**src/rtl/glitch_sequencer.sv**
```systemverilog
// Command-driven glitch sequencer. Parses UART command bytes, times an active-low glitch
// pulse from a target trigger or a command, pulses target reset, and queues response bytes.
module glitch_sequencer #(
    parameter int unsigned CNT_W      = 32,
    parameter int unsigned RST_CYCLES = 36000000,
    parameter int unsigned TIMEOUT    = 72000000,
    parameter int unsigned RSP_DEPTH  = 4
) (
    input  logic       clk,
    input  logic       rst_n,
    input  logic       rx_valid,
    input  logic [7:0] rx_data,
    input  logic       tx_busy,
    output logic       tx_start,
    output logic [7:0] tx_data,
    input  logic       trigger_in,
    output logic       glitch_n,
    output logic       target_rst_n,
    output logic       armed,
    output logic       busy
);

    localparam int unsigned      AW       = $clog2(RSP_DEPTH);
    localparam logic [CNT_W-1:0] RST_LAST = CNT_W'(RST_CYCLES - 1);
    localparam logic [CNT_W-1:0] TO_LAST  = CNT_W'(TIMEOUT - 1);
    localparam logic [AW:0]      DEPTH    = (AW + 1)'(RSP_DEPTH);

    localparam logic [7:0] CMD_D = 8'h44, CMD_W = 8'h57, CMD_A = 8'h41;
    localparam logic [7:0] CMD_F = 8'h46, CMD_R = 8'h52, CMD_X = 8'h58;
    localparam logic [7:0] RSP_UNK = 8'h3F, RSP_BUSY = 8'h42, RSP_TO = 8'h54;
    localparam logic [7:0] RSP_GLITCH = 8'h47, RSP_RST = 8'h72;

    typedef enum logic [2:0] {S_IDLE, S_LOAD, S_ARMED, S_DELAY, S_GLITCH, S_TRST} state_e;

    state_e           state_q, state_d;
    logic [CNT_W-1:0] cnt_q, cnt_d;
    logic [CNT_W-1:0] delay_q, delay_d;
    logic [CNT_W-1:0] width_q, width_d;
    logic [1:0]       ld_cnt_q, ld_cnt_d;
    logic             ld_width_q, ld_width_d;
    logic             trig_s1_q, trig_s2_q, trig_prev_q;
    logic             glitch_n_q, target_rst_n_q;
    logic             fire, trig_edge;

    logic             push0, push1, acc0, acc1, pop;
    logic [7:0]       push0_data, push1_data;
    logic [7:0]       rsp_mem_q [RSP_DEPTH];
    logic [AW-1:0]    rd_ptr_q, wr_ptr_q;
    logic [AW:0]      rsp_cnt_q, rsp_free;
    logic             tx_start_q;
    logic [7:0]       tx_data_q;

    assign trig_edge = trig_s2_q & ~trig_prev_q;

    // NOTE: every signal driven here gets a default first so no path leaves one unassigned (no latches).
    always_comb begin
        state_d    = state_q;
        delay_d    = delay_q;
        width_d    = width_q;
        ld_cnt_d   = ld_cnt_q;
        ld_width_d = ld_width_q;
        push0      = 1'b0;
        push0_data = '0;
        push1      = 1'b0;
        push1_data = '0;
        fire       = 1'b0;

        case (state_q)
            S_IDLE: if (rx_valid) begin
                push0      = 1'b1;
                push0_data = rx_data;
                case (rx_data)
                    CMD_D, CMD_W: begin
                        state_d    = S_LOAD;
                        ld_cnt_d   = '0;
                        ld_width_d = (rx_data == CMD_W);
                        push0      = 1'b0;
                    end
                    CMD_A:   state_d = S_ARMED;
                    CMD_F:   fire = 1'b1;
                    CMD_R:   state_d = S_TRST;
                    CMD_X:   begin end
                    default: push0_data = RSP_UNK;
                endcase
            end
            S_LOAD: if (rx_valid) begin
                if (ld_width_q) width_d = {width_q[CNT_W-9:0], rx_data};
                else            delay_d = {delay_q[CNT_W-9:0], rx_data};
                ld_cnt_d = ld_cnt_q + 2'd1;
                if (ld_cnt_q == 2'd3) begin
                    state_d    = S_IDLE;
                    push0      = 1'b1;
                    push0_data = ld_width_q ? CMD_W : CMD_D;
                end
            end
            S_ARMED: begin
                if (trig_edge) begin
                    fire = 1'b1;
                end else if (TIMEOUT != 0 && cnt_q == TO_LAST) begin
                    state_d    = S_IDLE;
                    push0      = 1'b1;
                    push0_data = RSP_TO;
                end
            end
            S_DELAY: if (cnt_q == delay_q - CNT_W'(1)) state_d = S_GLITCH;
            S_GLITCH: begin
                // A zero width passes through GLITCH for one cycle with glitch_n held high.
                if (width_q == '0 || cnt_q == width_q - CNT_W'(1)) begin
                    state_d    = S_IDLE;
                    push0      = 1'b1;
                    push0_data = RSP_GLITCH;
                end
            end
            S_TRST: begin
                if (cnt_q == RST_LAST) begin
                    state_d    = S_IDLE;
                    push0      = 1'b1;
                    push0_data = RSP_RST;
                end
            end
            default: state_d = S_IDLE;
        endcase

        if (fire) state_d = (delay_q == '0) ? S_GLITCH : S_DELAY;

        // Abort overrides any completion or trigger in the same cycle; other bytes just answer 'B'.
        if (rx_valid && (state_q inside {S_ARMED, S_DELAY, S_GLITCH, S_TRST})) begin
            if (rx_data == CMD_X) begin
                state_d    = S_IDLE;
                push0      = 1'b1;
                push0_data = CMD_X;
            end else begin
                push1      = 1'b1;
                push1_data = RSP_BUSY;
            end
        end

        cnt_d = (state_d != state_q || state_d == S_IDLE) ? '0 : cnt_q + CNT_W'(1);
    end

    // Up to two responses may be decided in one cycle; each takes a slot only if one is free.
    assign pop      = (rsp_cnt_q != '0) && !tx_busy && !tx_start_q;
    assign rsp_free = DEPTH - rsp_cnt_q + (AW + 1)'(pop);
    assign acc0     = push0 && (rsp_free != '0);
    assign acc1     = push1 && (rsp_free > (AW + 1)'(acc0));

    // NOTE: sequential state uses non-blocking assignments so every register samples pre-edge values.
    always_ff @(posedge clk or negedge rst_n) begin
        if (!rst_n) begin
            state_q        <= S_IDLE;
            cnt_q          <= '0;
            delay_q        <= '0;
            width_q        <= '0;
            ld_cnt_q       <= '0;
            ld_width_q     <= 1'b0;
            trig_s1_q      <= 1'b0;
            trig_s2_q      <= 1'b0;
            trig_prev_q    <= 1'b0;
            glitch_n_q     <= 1'b1;
            target_rst_n_q <= 1'b1;
            rd_ptr_q       <= '0;
            wr_ptr_q       <= '0;
            rsp_cnt_q      <= '0;
            tx_start_q     <= 1'b0;
            tx_data_q      <= '0;
        end else begin
            state_q        <= state_d;
            cnt_q          <= cnt_d;
            delay_q        <= delay_d;
            width_q        <= width_d;
            ld_cnt_q       <= ld_cnt_d;
            ld_width_q     <= ld_width_d;
            trig_s1_q      <= trigger_in;
            trig_s2_q      <= trig_s1_q;
            trig_prev_q    <= trig_s2_q;
            glitch_n_q     <= !(state_d == S_GLITCH && width_q != '0);
            target_rst_n_q <= (state_d != S_TRST);
            rd_ptr_q       <= rd_ptr_q + AW'(pop);
            wr_ptr_q       <= wr_ptr_q + AW'(acc0) + AW'(acc1);
            rsp_cnt_q      <= rsp_cnt_q + (AW + 1)'(acc0) + (AW + 1)'(acc1) - (AW + 1)'(pop);
            tx_start_q     <= pop;
            if (pop) tx_data_q <= rsp_mem_q[rd_ptr_q];
        end
    end

    // NOTE: response storage has no reset; the pointers and count define which entries are valid.
    always_ff @(posedge clk) begin
        if (acc0) rsp_mem_q[wr_ptr_q] <= push0_data;
        if (acc1) rsp_mem_q[wr_ptr_q + AW'(acc0)] <= push1_data;
    end

    assign tx_start     = tx_start_q;
    assign tx_data      = tx_data_q;
    assign glitch_n     = glitch_n_q;
    assign target_rst_n = target_rst_n_q;
    assign armed        = (state_q == S_ARMED);
    assign busy         = (state_q != S_IDLE);

endmodule

```
**config.mk**
```make
export PLATFORM = sky130hd
export DESIGN_NAME = glitch_sequencer
export DESIGN_NICKNAME = d
export VERILOG_FILES = /design/src/rtl/glitch_sequencer.sv
export SDC_FILE = /design/constraint.sdc
export NUM_CORES = 1
export LEC_CHECK = 0
export CELL_PAD_IN_SITES_DETAIL_PLACEMENT = 2
export CELL_PAD_IN_SITES_GLOBAL_PLACEMENT = 2
export CORE_ASPECT_RATIO = 1.2
export CORE_MARGIN = 2
export CORE_UTILIZATION = 41
export DETAILED_ROUTE_END_ITERATION = 7
export HOLD_SLACK_MARGIN = 0.06
export PLACE_DENSITY_LB_ADDON = 0.08
export RECOVER_POWER = 50
export SLEW_MARGIN = 40
export SYNTH_ARGS = -nofsm -noshare
export SYNTH_HDL_FRONTEND = slang
export SYNTH_SLANG_ARGS = --single-unit
```
**constraint.sdc**
```tcl
create_clock -name clk -period 7.6 [get_ports clk]
set_clock_uncertainty 0.15 [all_clocks]
set_input_delay 1.14 -clock clk [delete_from_list [all_inputs] [get_ports clk]]
set_output_delay 1.14 -clock clk [all_outputs]
set_load 0.005 [all_outputs]
```
==> results.txt <==
----------------------------------------------------
[Timing]
  Worst Max-Slew Pin Slew ... 3.34 ns
  Post-route setup TNS ... 0 ns
  Final Max Tran Viols ... 198
  RSZ-0062 raised after global routing ... false
  Max Freq ... 170 MHz
  Worst slew margin relative to its limit ... -1.22
  Setup violators final ... 0
  Final min period ... 5.89 ns
  Final Cycle Share ... 0.775
  Final number of hold-violating endpoints ... 0

[Final layout]
  Synthesis-to-layout area growth ... 10.6%
  Final core occ ... 0.463
  Sequential cell area ... 0.00380 mm2
  Post-route standard cell area excluding fillers ... 0.0115 mm2
  Area occupied by multi-input gates ... 0.00625 mm2
  Inserted Diodes ... 0
  Fraction of layout cells with a size suffix above 1 ... 0.167
  Net count, final ... 1089
  Fillers ... 2640

[Setup path]
  Crit-path cells ... inv_1 -> ha_1 -> or3b_4 -> o41a_1 -> o21bai_1 -> or4_1 -> or4_4 -> nor4_4 -> a2111oi_2 -> or2_1 -> buf_4 -> nor2_1 -> ha_1 -> xnor2_1 -> a2111oi_4 -> nand2b_1
  Data arrival time of the critical path ... 5.88 ns
  Internal reg-to-reg setup slack ... 1.71 ns
  Maximum cell stage delay along the critical path ... 0.61 ns
  Critical path launch point type ... register
  Most used cell, CP ... sky130_fd_sc_hd__ha_1
  Path type of the worst setup path ... register to register
  Required time at the endpoint of the critical path ... 7.59 ns
  Largest fanout on the critical path ... 21
  Slowest-stage cell, CP ... sky130_fd_sc_hd__a2111oi_4
  Sort of element at the end of the critical path ... register

[Logic synthesis]
  Synthesis warning total ... 0
  Proportion of register bits with asynchronous set or reset after synthesis ... 0.794
  Leading area contributor after synthesis ... sky130_fd_sc_hd__dfrtp_1
  Number of enable-type register cells in the synthesized netlist ... 8
  Cell with the most instances after synthesis ... sky130_fd_sc_hd__dfrtp_1
  Leading post-synthesis cells by cell area ... sky130_fd_sc_hd__dfrtp_1 (29%), sky130_fd_sc_hd__mux2_2 (7.3%), sky130_fd_sc_hd__xnor2_1 (6.1%), sky130_fd_sc_hd__dfxtp_1 (4.6%), sky130_fd_sc_hd__nor4_2 (3.6%)
  Post-synth top area share ... 0.292
  Sequential fraction of the synthesis area ... 0.367
  Ranking of synthesized cells by instance count ... sky130_fd_sc_hd__dfrtp_1 (121), sky130_fd_sc_hd__xnor2_1 (72), sky130_fd_sc_hd__mux2_2 (67)
  Number of distinct standard cells referenced by the synthesized netlist ... 87
  Synthesized net count ... 1115
  Synth Register Bits ... 155
  Mean instance size in the synthesized netlist ... 9.53 um2
  Flip-flop cell with the highest count after synthesis ... sky130_fd_sc_hd__dfrtp_1
  Number of instances in the synthesized netlist ... 1088
  Summed instance area of the synthesized netlist ... 0.0104 mm2

[Die]
  Chip Width ... 149 um
  # IOs ... 26
  Initial standard-cell utilization of the core ... 0.419
  Standard cell core area ... 0.0248 mm2
  Core Rows ... 63
  Die ar. ... 0.0266 mm2
  Vertical extent of the die ... 178 um

[Route]
  Number of iterations in the first detailed-routing pass ... 4
  DRC marker count from the first detailed-route iteration ... 349
  Routed WL per cell ... 24.9 um
  Total number of vias ... 8563
  ANT nets after route ... 0
  Drc violations ... 0
  Via count normalized by instance count ... 6.12
  Post-Route WL ... 34900 um

[Global route]
  Total routing usage reported by global routing ... 0.273
  Initial antenna violation count ... 0
  Via count of the first global-routing pass ... 9452
  Largest net degree at the start of global routing ... 70
  Wire length of the first global-routing pass ... 54800 um
  Overflow left after global routing ... 0

[Clocking]
  Clock buffer depth ... 2
  CTS tree ... built
  Clock slew seen by the registers of the worst setup and hold paths ... 0.07 ns
  Post-CTS repair timing setup buffer count ... 0
  Clock H-tree levels ... 4
  Total of cells resized after clock tree synthesis ... 0
  Number of sinks handled by clock tree synthesis ... 155
  Count of hold buffers inserted by post-cts repair ... 0
  Number of CTS-inserted buffers ... 17
  Clock latency of the later-clocked register in the worst-skew pair ... 0.44 ns
  Clock root buffer master ... sky130_fd_sc_hd__clkbuf_16

[Placed design]
  DP Area ... 0.0109 mm2
  Half-perimeter wire length after detailed placement ... 26200 um
  Port Buffers ... 25
  Final Wtd Congestion ... 0.839

[Flow run]
  Max Cap Viol ... 4

[Power and ir drop]
  Power density cells ... 397 mW/mm2
  Leakage power total ... 4.24 nW
  Peak supply drop ... 0.176 mV

[Run status]
  Violations in the final reports ... max-capacitance violations, max-slew violations
  Outcome ... finished with violations

[Worst hold path]
  Hold/Removal Path Class ... register to register

----------------------------------------------------
[area by class of cell]
class,count,share of cell area
clock buffer,23,0.0474
tap,325,0.0355
timing repair buffer,33,0.0281
multi-input combinational,835,0.545
sequential,155,0.332
inverter,20,0.00655
clock inverter,9,0.00568
[power by group]
| part | internal [W] | leakage, nW | switching [W] |
|---|---|---|---|
| Combinational | 0.000852 | 2.08 | 0.00122 |
| Clock | 0.000510 | 0.307 | 0.000381 |
| Sequential | 0.00109 | 1.86 | 0.000487 |
[critical path, delay by kind of cell (launching register included)]
family,cells,cell delay (ns)
DFF,1,0.48
buffers and inverters,2,0.35
and+or+nand+nor,7,2.36
AOI/OAI and AO/OA,4,1.35
xor gates and xnor gates,1,0.21
adders and majority gates,2,0.68
[registers in the layout, summed over array words and instances, names as in the netlist]
signal	flops
delay_q	32
ld_cnt_q	2
trig_s1_q	1
cnt_q	32
ld_width_q	1
state_q	3
tx_start	1
trig_prev_q	1
rd_ptr_q	2
trig_s2_q	1
width_q	32
rsp_cnt_q	3
rsp_mem_q	32
glitch_n	1
wr_ptr_q	2
tx_data	8
target_rst_n	1
[layer usage]
layer	track usage	up-vias	wire, um	share of wire
met4	0.104	0	1040	0.030
met2	0.517	105	19000	0.55
met3	0.0350	51	806	0.023
met1	0.309	4450	14000	0.40
met5	0	-	0	0
li1	-	3957	-	-
[through the flow]
step / std cells / worst slack (ns) / hold WS [ns] / total power (W)
after floorplan: 1088 / 2.27 / 0.181 / 0.00291
after global placement: 1366 / 1.58 / 0.185 / 0.00350
after detailed placement: 1368 / 1.43 / 0.201 / 0.00365
after CTS: 1400 / 1.40 / 0.216 / 0.00458
after global routing: 1400 / 1.39 / 0.221 / 0.00484
final: 1400 / 1.71 / 0.208 / 0.00454
[placed cells by master (no fill, tap or decap), types with 10 or more instances in the layout]
master                            count
sky130_fd_sc_hd__nor2_1              63
sky130_fd_sc_hd__dfxtp_1             24
sky130_fd_sc_hd__nor3_1              55
sky130_fd_sc_hd__or3_1               23
sky130_fd_sc_hd__and3_1              14
sky130_fd_sc_hd__o21ai_0             26
sky130_fd_sc_hd__clkdlybuf4s50_1     14
sky130_fd_sc_hd__o21bai_1            10
sky130_fd_sc_hd__ha_1                12
sky130_fd_sc_hd__dlygate4sd3_1       10
sky130_fd_sc_hd__nand4_1             23
sky130_fd_sc_hd__xnor2_1             72
sky130_fd_sc_hd__nand3_1             49
sky130_fd_sc_hd__dfrtp_1            121
sky130_fd_sc_hd__o21ai_1             14
sky130_fd_sc_hd__xor2_1              40
sky130_fd_sc_hd__nand3b_1            10
sky130_fd_sc_hd__nor4_1              28
sky130_fd_sc_hd__nor4_2              31
sky130_fd_sc_hd__a21oi_1             41
sky130_fd_sc_hd__inv_1               19
sky130_fd_sc_hd__nand2_1             66
sky130_fd_sc_hd__mux2_2              67
sky130_fd_sc_hd__nand2b_1            20
sky130_fd_sc_hd__clkbuf_16           21
[logic make-up after synthesis]
| group | Yosys count | synth area share |
|---|---|---|
| AOI/OAI and AO/OA | 156 | 0.102 |
| xor gates and xnor gates | 113 | 0.0955 |
| muxes | 81 | 0.0961 |
| adders and majority gates | 14 | 0.0183 |
| buffers and inverters | 98 | 0.0412 |
| and+or+nand+nor | 471 | 0.281 |
| DFF | 155 | 0.367 |
[path summary, 6_finish.rpt]
path,cells past startpoint,endpoint,from
worst max-delay path,16,rsp_mem_q[2][1]$_DFFE_PP_,width_q[0]$_DFFE_PN0P_
worst min-delay path,0,trig_s2_q$_DFF_PN0_,trig_s1_q$_DFF_PN0_
worst max register to register,16,rsp_mem_q[2][1]$_DFFE_PP_,width_q[0]$_DFFE_PN0P_
worst min register to register,0,trig_s2_q$_DFF_PN0_,trig_s1_q$_DFF_PN0_
max in group asynchronous,2,rsp_cnt_q[0]$_DFF_PN0_,rst_n
min in group asynchronous,1,tx_start$_DFF_PN0_,rst_n
(Power assumes the default switching activity.)
